===== config.mk =====
export PLATFORM = sky130hd
export DESIGN_NAME = pcc_stream_acc
export DESIGN_NICKNAME = d
export VERILOG_FILES = /design/src/rtl/pcc_stream_acc.sv
export SDC_FILE = /design/constraint.sdc
export NUM_CORES = 1
export LEC_CHECK = 0
export CAP_MARGIN = 20
export CORE_ASPECT_RATIO = 1.75
export CORE_MARGIN = 2
export CORE_UTILIZATION = 40
export DETAILED_ROUTE_END_ITERATION = 12
export PLACE_DENSITY = 0.7
export SYNTH_ARGS = -nofsm -noshare
export SYNTH_HDL_FRONTEND = slang
export SYNTH_SLANG_ARGS = --single-unit

===== constraint.sdc =====
create_clock -name i_clk -period 4.1 [get_ports i_clk]
set_input_delay 1.025 -clock i_clk [delete_from_list [all_inputs] [get_ports i_clk]]
set_output_delay 1.025 -clock i_clk [all_outputs]
set_load 0.01 [all_outputs]

===== src/rtl/pcc_stream_acc.sv =====
// ---------------------------------------------------------------------------
// pcc_stream_acc
//
// Streaming popcount comparator. A frame is one or more beats, each carrying
// POS_W "positive" and NEG_W "negative" bits. Both popcounts are accumulated
// across the frame (saturating) and one decision is emitted per frame:
// total positive count >= total negative count.
//
// Optional build macro: PCC_TRUNC_EN
//   defined   -> the decision compares (P >> TRUNC) >= (N >> TRUNC)
//   undefined -> exact compare (TRUNC only range-checked)
//   Reported totals are never truncated.
//
// Ports:
//   i_clk           clock, rising edge
//   i_rst_n         synchronous reset, active low
//   i_in_valid      beat present
//   o_in_ready      block can accept a beat (state only, not in_valid)
//   i_in_pos        positive bits of the beat   [POS_W]
//   i_in_neg        negative bits of the beat   [NEG_W]
//   i_in_last       beat closes the frame
//   o_out_valid     frame result present
//   i_out_ready     consumer takes the result
//   o_out_val       decision: pos_total >= neg_total
//   o_out_pos_cnt   frame positive total, saturated   [ACC_W]
//   o_out_neg_cnt   frame negative total, saturated   [ACC_W]
//   o_out_beats     beats in frame, saturated         [BEAT_W]
//   o_out_ovf       some counter saturated during the frame
// ---------------------------------------------------------------------------
module pcc_stream_acc #(
    parameter int POS_W  = 5,
    parameter int NEG_W  = 2,
    parameter int ACC_W  = 8,
    parameter int BEAT_W = 6,
    parameter int TRUNC  = 1
) (
    input  logic              i_clk,
    input  logic              i_rst_n,
    input  logic              i_in_valid,
    output logic              o_in_ready,
    input  logic [POS_W-1:0]  i_in_pos,
    input  logic [NEG_W-1:0]  i_in_neg,
    input  logic              i_in_last,
    output logic              o_out_valid,
    input  logic              i_out_ready,
    output logic              o_out_val,
    output logic [ACC_W-1:0]  o_out_pos_cnt,
    output logic [ACC_W-1:0]  o_out_neg_cnt,
    output logic [BEAT_W-1:0] o_out_beats,
    output logic              o_out_ovf
);

    localparam int PC_PW = $clog2(POS_W + 1);
    localparam int PC_NW = $clog2(NEG_W + 1);

    localparam logic [0:0] S_ACCUM = 1'b0;
    localparam logic [0:0] S_HOLD  = 1'b1;

    // Elaboration-time guard: a shift of ACC_W or more would zero both sides.
    generate
        if (TRUNC < 0 || TRUNC >= ACC_W) begin : g_bad_trunc
            $error("pcc_stream_acc: TRUNC must be in [0, ACC_W)");
        end
    endgenerate

    logic [0:0]        r_state;
    logic [ACC_W-1:0]  r_acc_pos;
    logic [ACC_W-1:0]  r_acc_neg;
    logic [BEAT_W-1:0] r_beats;
    logic              r_ovf;

    logic              r_out_valid;
    logic              r_out_val;
    logic [ACC_W-1:0]  r_out_pos;
    logic [ACC_W-1:0]  r_out_neg;
    logic [BEAT_W-1:0] r_out_beats;
    logic              r_out_ovf;

    logic [PC_PW-1:0]  w_pos_pc;
    logic [PC_NW-1:0]  w_neg_pc;
    logic [ACC_W:0]    w_pos_sum;
    logic [ACC_W:0]    w_neg_sum;
    logic [BEAT_W:0]   w_beat_sum;
    logic              w_pos_sat;
    logic              w_neg_sat;
    logic              w_beat_sat;
    logic [ACC_W-1:0]  w_pos_nxt;
    logic [ACC_W-1:0]  w_neg_nxt;
    logic [BEAT_W-1:0] w_beats_nxt;
    logic              w_ovf_nxt;
    logic              w_val;
    logic              w_accept;

    assign o_in_ready = (r_state == S_ACCUM);
    assign w_accept   = i_in_valid && o_in_ready;

    // Popcounts of the current beat.
    always_comb begin
        w_pos_pc = '0;
        for (int i = 0; i < POS_W; i++)
            w_pos_pc = w_pos_pc + PC_PW'(i_in_pos[i]);
    end

    always_comb begin
        w_neg_pc = '0;
        for (int i = 0; i < NEG_W; i++)
            w_neg_pc = w_neg_pc + PC_NW'(i_in_neg[i]);
    end

    // One extra bit on each sum exposes the carry used as the saturation flag.
    assign w_pos_sum  = {1'b0, r_acc_pos} + (ACC_W+1)'(w_pos_pc);
    assign w_neg_sum  = {1'b0, r_acc_neg} + (ACC_W+1)'(w_neg_pc);
    assign w_beat_sum = {1'b0, r_beats} + (BEAT_W+1)'(1);

    assign w_pos_sat  = w_pos_sum[ACC_W];
    assign w_neg_sat  = w_neg_sum[ACC_W];
    assign w_beat_sat = w_beat_sum[BEAT_W];

    assign w_pos_nxt   = w_pos_sat  ? '1 : w_pos_sum[ACC_W-1:0];
    assign w_neg_nxt   = w_neg_sat  ? '1 : w_neg_sum[ACC_W-1:0];
    assign w_beats_nxt = w_beat_sat ? '1 : w_beat_sum[BEAT_W-1:0];
    assign w_ovf_nxt   = r_ovf | w_pos_sat | w_neg_sat | w_beat_sat;

    // Decision on the totals including the current beat, so a last beat can
    // register its result in the same cycle it is accepted.
`ifdef PCC_TRUNC_EN
    assign w_val = (w_pos_nxt >> TRUNC) >= (w_neg_nxt >> TRUNC);
`else
    assign w_val = (w_pos_nxt >= w_neg_nxt);
`endif

    always_ff @(posedge i_clk) begin
        if (!i_rst_n) begin
            r_state     <= S_ACCUM;
            r_acc_pos   <= '0;
            r_acc_neg   <= '0;
            r_beats     <= '0;
            r_ovf       <= 1'b0;
            r_out_valid <= 1'b0;
            r_out_val   <= 1'b0;
            r_out_pos   <= '0;
            r_out_neg   <= '0;
            r_out_beats <= '0;
            r_out_ovf   <= 1'b0;
        end else begin
            case (r_state)
                S_ACCUM: begin
                    if (w_accept) begin
                        if (i_in_last) begin
                            r_out_valid <= 1'b1;
                            r_out_val   <= w_val;
                            r_out_pos   <= w_pos_nxt;
                            r_out_neg   <= w_neg_nxt;
                            r_out_beats <= w_beats_nxt;
                            r_out_ovf   <= w_ovf_nxt;
                            r_acc_pos   <= '0;
                            r_acc_neg   <= '0;
                            r_beats     <= '0;
                            r_ovf       <= 1'b0;
                            r_state     <= S_HOLD;
                        end else begin
                            r_acc_pos <= w_pos_nxt;
                            r_acc_neg <= w_neg_nxt;
                            r_beats   <= w_beats_nxt;
                            r_ovf     <= w_ovf_nxt;
                        end
                    end
                end
                S_HOLD: begin
                    // Result registers keep their value after the handshake;
                    // only out_valid qualifies them.
                    if (i_out_ready) begin
                        r_out_valid <= 1'b0;
                        r_state     <= S_ACCUM;
                    end
                end
                default: r_state <= S_ACCUM;
            endcase
        end
    end

    assign o_out_valid   = r_out_valid;
    assign o_out_val     = r_out_val;
    assign o_out_pos_cnt = r_out_pos;
    assign o_out_neg_cnt = r_out_neg;
    assign o_out_beats   = r_out_beats;
    assign o_out_ovf     = r_out_ovf;

endmodule


==> metrics.md <==
| Metric | Value |
|---|---|
| PwrDens | `339.9 nW/um^2` |
| Final WL | `6320 um` |
| Post-Syn Nets | `338` |
| Cts hold-fix bufs | `0` |
| Ys flop type | `dfxtp_1` |
| Ys async rst share | `0%` |
| Arrival @ worst endpoint | `4160 ps` |
| TritonCTS clock tree | `done` |
| CTS Buf Count | `5` |
| HP Class | `flop to flop` |
| Area grow syn2layout | `30.44%` |
| Cells after Synth | `308` |
| Placed cells | `432` |
| Non-filler cells, final | `443` |
| Fmax | `252.9 MHz` |
| DRC | `0` |
| Rows | `38` |
| Ratio of cells with drive above 1 in the final layout | `14.88%` |
| Core Util, Final | `53.60%` |
| Grt met1 use | `21.11%` |
| Clock Path Buffers | `2` |
| Status | `finished, final reports clean` |
| CTS H-Tree Depth | `2` |
| Clk pwr share | `32.3%` |
| PortBufs | `37` |
| YS warnings | `0` |
| Top Usage Layer GRT | `met2` |
| Horiz. Die Dim | `64.24 um` |
| Yosys top cell area share | `38.62%` |
| Kind of critical path | `input pin to flop` |
| Sw frac | `26.84%` |
| Clock-pin slew on the worst setup and hold paths | `90 ps` |
| Crit Path Max Fanout | `4` |
| Gpl congestion | `0.8759` |
| Post-synthesis register bit count | `49` |
| Met3 usage | `3.787%` |
| Tcrit/Tclk final | `96.45%` |
| DR iter-0 viols | `92` |
| Grt total ovfl | `0` |
| Met2 Use GR | `34.45%` |
| Switch Pwr | `0.3023 mW` |
| Hold path cells | `2` |
| RSZ-0062 raised after global routing | `true` |
| Setup crit start kind | `input pin` |
| DP Worst Slack | `-675.6 ps` |
| Max-cap viol count | `0` |
| Req. time, crit path | `4300 ps` |
| Antenna Nets Post-Route | `0` |
| Vias in the first global route | `2268` |
| Cell variety after synth | `49` |
| Largest net degree at the start of global routing | `22` |
| P_int | `0.8238 mW` |
| Vias | `2386` |
| Setup violations, final | `0` |
| Detailed Place HPWL | `4700 um` |
| Clock skew | `6.890 ps` |
| Die ar. | `7028 sq um` |
| Register area share after synthesis | `38.62%` |
| Max IR drop VDD | `0.0002376 V` |
| Sequential Power Share | `45.1%` |
| Synth area leaders | `dfxtp_1, ha_1, nor2_1, a21oi_1, nand2_1` |
| GRT Total Usage | `19.29%` |
| Combinational Power Share | `22.6%` |
| LEAKAGE | `1.281 nW` |
| Post-Syn Area | `2540 sq um` |
| Core ar. | `6181 sq um` |
| Final hold vios | `0` |
| Max_slew headroom | `42.33%` |
| I/O Pins | `38` |
| Initial antenna violation count | `0` |
| Starting Density | `41.09%` |
| Root buf cell | `clkbuf_8` |
| Worst Reg2Reg Path Length in Cells | `15` |
| ANT cells | `0` |
| Final nets | `392` |
| Fin worst setup slack | `145.4 ps` |
| Area leader, netlist | `dfxtp_1` |
| Fin. max-slew vios | `0` |
| EDFF count, synth | `0` |
| Post-layout min period | `3955 ps` |
| Mean post-synth cell area | `8.247 sq um` |
| Clk_lat worst skew | `310 ps` |
| Die height | `109.4 um` |
| Via density | `5.386` |
| Wire per inst | `14.27 um` |
| Pre-antenna DRT Iters | `4` |
| Global-route wire length before repair | `10540 um` |
| Critical Path Sink Type | `flop` |
| Worst-Margin Slew | `858.4 ps` |
| Clock sinks | `49` |
-- final cells by class --
| cell class | instances | area (sq um) |
|---|---|---|
| Inverter | 18 | 67.56 |
| Tap cell | 80 | 100.1 |
| Clock inverter | 1 | 30.03 |
| Sequential cell | 49 | 980.9 |
| Timing Repair Buffer | 63 | 563.0 |
| Multi-Input combinational cell | 225 | 1485 |
| Fill cell | 612 | 2868 |
| Clock buffer | 7 | 86.33 |
-- power by group through the flow --
stage,Sequential (mW),Clock [mW],Combinational (mW)
global route,0.511,0.387,0.284
finish,0.508,0.364,0.254
detailed placement,0.519,0,0.247
CTS,0.508,0.370,0.250
global placement,0.519,0,0.243
floorplan,0.524,0,0.125
-- worst max-delay path, cell delays in order --
cell	delay, ps
buf_6	90
fa_1	540
inv_2	40
fa_1	490
inv_2	50
ha_4	150
fa_2	390
a21oi_4	210
buf_4	140
nor2_1	50
mux2i_1	200
inv_1	110
ha_4	260
a21oi_2	110
o21ai_1	60
nor3_1	150
o2bb2ai_1	90
-- logic make-up after synthesis --
| logic type | synth area share (%) |
|---|---|
| adders and majority gates | 10.05 |
| xor gates and xnor gates | 2.069 |
| AOI/OAI and AO/OA | 22.66 |
| DFF | 38.62 |
| muxes | 1.576 |
| and+or+nand+nor | 19.61 |
| buffers and inverters | 5.419 |
-- Yosys cell counts, types with 2 or more instances --
master,n
buf_2,8
o22ai_1,2
o21bai_1,2
and3b_1,2
nor3_1,10
nand2b_1,5
a22oi_1,2
a22o_1,3
mux2i_1,4
a21oi_1,22
nand4_1,4
a31oi_1,9
o211ai_1,2
o21ai_1,19
fa_1,4
clkbuf_1,8
nand3_1,12
ha_1,14
inv_1,18
dfxtp_1,49
nor2_1,30
xnor2_1,5
o21ai_0,17
and3_1,3
nor2b_1,2
a211oi_1,3
nand2_1,27
-- registers in the layout (all words and copies together) (netlist names) --
| register | cells |
|---|---|
| r_acc_pos | 8 |
| o_out_neg_cnt | 8 |
| r_beats | 6 |
| o_out_pos_cnt | 8 |
| r_ovf | 1 |
| r_state | 1 |
| o_out_ovf | 1 |
| r_acc_neg | 8 |
| o_out_val | 1 |
| o_out_valid | 1 |
| o_out_beats | 6 |
-- metrics by stage --
stage | total power [mW] | instance area (sq um) | hold WS [ps] | TNS (ps)
after detailed placement | 0.7666 | 3137 | 452.5 | -1362
after global placement | 0.7622 | 3137 | 445.7 | -1052
after CTS | 1.128 | 3264 | 469.2 | -14.55
after floorplan | 0.6492 | 2564 | 433.8 | -49.38
final | 1.126 | 3313 | 466.4 | 0
after global routing | 1.183 | 3313 | 490.3 | -23.40
-- per-layer routing --
metal  routed length, um  part of all wire [%]  vias to the layer above
li1                    -                     -                     1202
met1                2610                    41                     1125
met2                3269                    52                       47
met3                 219                   3.5                       12
met4                 221                   3.5                        0
met5                   0                     0                        -
-- final timing paths --
| path | start | to | slack, ps |
|---|---|---|---|
| worst min register to register | r_acc_pos[1] | r_acc_pos[1] | 470 |
| worst max register to register | r_acc_pos[0] | o_out_val | 1120 |
| worst max-delay path | i_in_pos[1] | o_out_val | 150 |
| worst min-delay path | r_acc_pos[1] | r_acc_pos[1] | 470 |
-- placed cells by master, fill, tap and decap left out, types with 2 or more instances in the layout --
cell,n
clkdlybuf4s50_1,34
nand4_1,4
o22ai_1,2
o21ai_2,2
ha_4,2
a21oi_1,21
nor2_2,2
and3_1,3
nor3_1,9
a22o_1,3
nand2b_1,5
dfxtp_1,49
a211oi_1,3
nand3_1,12
inv_2,2
and3b_1,2
inv_1,16
a31oi_1,9
a22oi_1,2
o21ai_1,20
buf_4,26
ha_1,12
nor2b_1,2
nor2_1,29
nand2_1,27
clkbuf_8,6
o211ai_1,2
xnor2_1,5
mux2i_1,4
o21bai_1,2
fa_1,3
o21ai_0,15
buf_6,2
-- what timing repair did --
item	4_1_cts	5_1_grt
setup endpoints to repair	1	1
gates resized for setup	16	7
pin swaps	11	11
setup buffers	2	1
No activity file was read; power rests on OpenSTA's default activity.
==> RTL edit 1 (config.mk and constraints unchanged) <==
`NEG_W`: 2 -> 4.
--- a/src/rtl/pcc_stream_acc.sv
+++ b/src/rtl/pcc_stream_acc.sv
@@ -29,7 +29,7 @@
 // ---------------------------------------------------------------------------
 module pcc_stream_acc #(
     parameter int POS_W  = 5,
-    parameter int NEG_W  = 2,
+    parameter int NEG_W  = 4,
     parameter int ACC_W  = 8,
     parameter int BEAT_W = 6,
     parameter int TRUNC  = 1
Interface: changed (resized i_in_neg); port bits go from 38 to 40. No check against the original RTL was run, so the function may have changed too.
==> RTL edit 1 against the original RTL <==
  * Power up 1.7%
  * Critical path depth down 1
  * Area after synthesis up 2.2%
  * Final area up 5.9%
  * Setup slack worse by 0.11 ns
  * Sequential cell count unchanged
  * Synthesized cell count down 1.6%
  * Routed wire length up 6.1%
  * Utilization up 2.7 points
  * Count of clock-buffer cells in the layout unchanged
  * Combinational power up 25%
  * Critical path type unchanged
==> RTL edit 1: results <==
export IMPL_dp_cells=440
export IMPL_hp_start="o_out_valid"
export IMPL_power_frac_seq_pct=44.9
export IMPL_gp_congestion=0.859
export IMPL_synth_common_cells="49 x dfxtp_1, 31 x nor2_1, 27 x o21ai_0"
export IMPL_p_per_area_nw_per_um2=326
export IMPL_synth_area_leaders="dfxtp_1 38%, ha_1 6.8%, o21ai_0 5.2%"
export IMPL_routed_via_density=5.36
export IMPL_synth_fa_ha_area_share_pct=11.4
export IMPL_grt_max_degree=21
export IMPL_leakagePower_nw=1.40
export IMPL_status="complete, no violations"
export IMPL_hold_slack_ns=0.469
export IMPL_powerClk_mw=0.313
export IMPL_final_nets=406
export IMPL_synth_mux_area_fraction_pct=2.17
export IMPL_postPlaceCellArea_sq_um=3290
export IMPL_wl_per_cell_microns=14.8
export IMPL_wirelength_mm=6.71
export IMPL_grt_util_all_layers_pct=19.1
export IMPL_synth_compound_area_share_pct=20.4
export IMPL_worst_r2r_cell_count=14
export IMPL_postCtsSetupBuffers=4
export IMPL_relSlewSlack_pct=65.2
export IMPL_grt_pass1_wl_mm=10.8
export IMPL_worst_slack_ns=0.0385
export IMPL_port_buffers=39
export IMPL_finClkSkew_ns=0.00836
RTL edit 1: cell count changes after synthesis, moves of 5 or more:
| cell | unedited run | this run |
|---|---|---|
| and2_1 | 0 | 5 |
| nor2b_1 | 2 | 10 |
| o21ai_0 | 17 | 27 |
| nand3_1 | 12 | 23 |
| a21oi_1 | 22 | 14 |
| nand2_1 | 27 | 19 |
| nor3_1 | 10 | 4 |
| o21ai_1 | 19 | 0 |
RTL edit 1: cell type report:
class / count / area, sq um / share of cell area [%]
inverters: 15 / 56.3 / 1.61
clock buffers: 7 / 96.3 / 2.75
multi-input cells: 223 / 1590 / 45.3
flip-flops and latches: 49 / 981 / 28.0
well taps: 80 / 100 / 2.85
clock inverters: 1 / 5.00 / 0.143
repair buffers: 78 / 678 / 19.3
RTL edit 1: per-layer routing:
metal	wire (microns)	up-vias	global-route usage, %
li1	-	1209	-
met1	2640	1134	21.5
met2	3570	63	33.3
met3	227	23	2.95
met4	271	0	10.2
met5	0	-	0
==> RTL edit 2 (same settings) <==
Made on the original files. Register the output `o_out_neg_cnt` once more; this adds one clock of latency there. The other outputs are not delayed to match.
--- a/src/rtl/pcc_stream_acc.sv
+++ b/src/rtl/pcc_stream_acc.sv
@@ -182,7 +182,9 @@
     assign o_out_valid   = r_out_valid;
     assign o_out_val     = r_out_val;
     assign o_out_pos_cnt = r_out_pos;
-    assign o_out_neg_cnt = r_out_neg;
+    always_ff @(posedge i_clk) begin
+        o_out_neg_cnt <= r_out_neg;
+    end
     assign o_out_beats   = r_out_beats;
     assign o_out_ovf     = r_out_ovf;
 
Behaviour: not the same (a bounded check fails within 4 cycles, from zero or initial values and one cycle with i_rst_n low).
==> RTL edit 2 against the original RTL <==
  * Sequential power increased by 17%
  * Non-clock buffer count fell by 4
  * Setup slack improved by 0.030 ns
  * Via count grew 6.3%
  * Power grew 43%
  * Final area rose by 12%
  * Routed wire length rose by 15%
  * Area after synthesis increased by 11%
  * Sequential cell count increased by 8
  * Largest power group is now the clock network
==> RTL edit 2: results <==
export IMPL_worst_r2r_cell_count=13
export IMPL_leakagePower_nw=1.49
export IMPL_routed_via_density=5.53
export IMPL_yosysSeqAreaShare_pct=40.4
export IMPL_status="complete, no violations"
export IMPL_path_clk_slew_ns=0.05
export IMPL_wirelength_mm=7.27
export IMPL_gp_congestion=0.847
export IMPL_place_hpwl_mm=5.11
export IMPL_finClkSkew_ns=0.00788
export IMPL_final_nets=402
export IMPL_hold_class="flip-flop to flip-flop"
export IMPL_drive_gt1_share_pct=17.1
export IMPL_grt_pass1_vias=2522
export IMPL_ir_drop_mv=0.280
export IMPL_whs_path_depth=0
export IMPL_synth_common_cells="57 x dfxtp_1, 25 x nor2_1, 24 x nand3_1"
export IMPL_place_ws_ns=-0.515
export IMPL_tightest_slew_ns=0.873
export IMPL_cts_buffers=9
export IMPL_crit_fanout=6
export IMPL_clkLatencyLatePin_ns=0.33
export IMPL_grt_util_all_layers_pct=20.3
export IMPL_dp_cells=442
export IMPL_syn_mean_instance_area_sq_um=8.82
export IMPL_nFillCells=639
export IMPL_crit_arrival_ns=4.14
export IMPL_antennaDiodeCount=0
export IMPL_synth_area_leaders="dfxtp_1 40%, ha_1 6.2%, nand3_1 4.3%"
export IMPL_fin_cells=459
-- RTL edit 2: changes by cell type after synthesis, moves of 4 or more --
cell / delta
dfxtp_1: +8
nand3_1: +12
clkbuf_1: -4
buf_2: +4
nor2_1: -5
and3_1: +5
nand2_1: -9
o21ai_1: -8
-- RTL edit 2: final cells by class --
class / instances / area share, %
well taps: 84 / 2.83
clock buffers: 10 / 6.43
repair buffers: 59 / 14.5
flip-flops and latches: 57 / 30.7
multi-input cells: 226 / 42.4
clock inverters: 4 / 1.21
inverters: 19 / 1.92
-- RTL edit 2: layer usage --
layer	global-route usage [%]	wire, microns	up-vias
met5	0	0	-
met4	13.2	224	0
met3	4.11	220	19
met2	35.6	3950	54
met1	21.1	2870	1212
li1	-	-	1251
-- RTL edit 2: critical path: stages --
cell and delay [ns]:
dlygate4sd2_1 0.24, fa_1 0.49, inv_1 0.04, fa_1 0.47, inv_1 0.04, ha_2 0.17
fa_2 0.36, a21oi_4 0.21, and3_4 0.21, mux2i_1 0.09, ha_1 0.36, nand4_1 0.09
o21ai_1 0.07, nor3_1 0.18, o2bb2ai_1 0.07
-- RTL edit 2: report_power, final --
part	internal, mW	switching (mW)
Combinational	0.147	0.146
Sequential	0.580	0.0147
Clock	0.475	0.247
Total	1.20	0.408
-- RTL edit 2: cells by family after synthesis --
kind of cell | count (synthesis) | share of synthesized area [%]
AND/OR/NAND/NOR | 112 | 22.0
AO/OA/AOI/OAI | 88 | 20.1
buffers and inverters | 37 | 5.85
adder cells (fa/ha/maj) | 18 | 9.04
multiplexers | 2 | 0.709
XOR/XNOR | 6 | 1.86
flip-flops | 57 | 40.4
-- RTL edit 2: path summary, 6_finish.rpt --
check / slack, ns / startpoint / end
worst max-delay path: 0.18 / i_in_pos[0] / o_out_val
worst min-delay path: 0.35 / r_out_neg[4] / o_out_neg_cnt[4]
worst max register to register: 1.25 / r_acc_pos[0] / o_out_val
worst min register to register: 0.35 / r_out_neg[4] / o_out_neg_cnt[4]
-- RTL edit 2: per-stage QoR --
step           cell area (sq um)  util, %
4_1_cts                     3680     53.6
5_1_grt                     3720     54.2
2_1_floorplan               2830        -
3_3_place_gp                3350     48.9
3_5_place_dp                3350     48.9
6_report                    3720     54.2
-- RTL edit 2: what timing repair did --
action,CTS,global route
setup endpoints to repair,1,1
buffers inserted,2,1
gates resized for setup,8,8
pin swaps,3,10
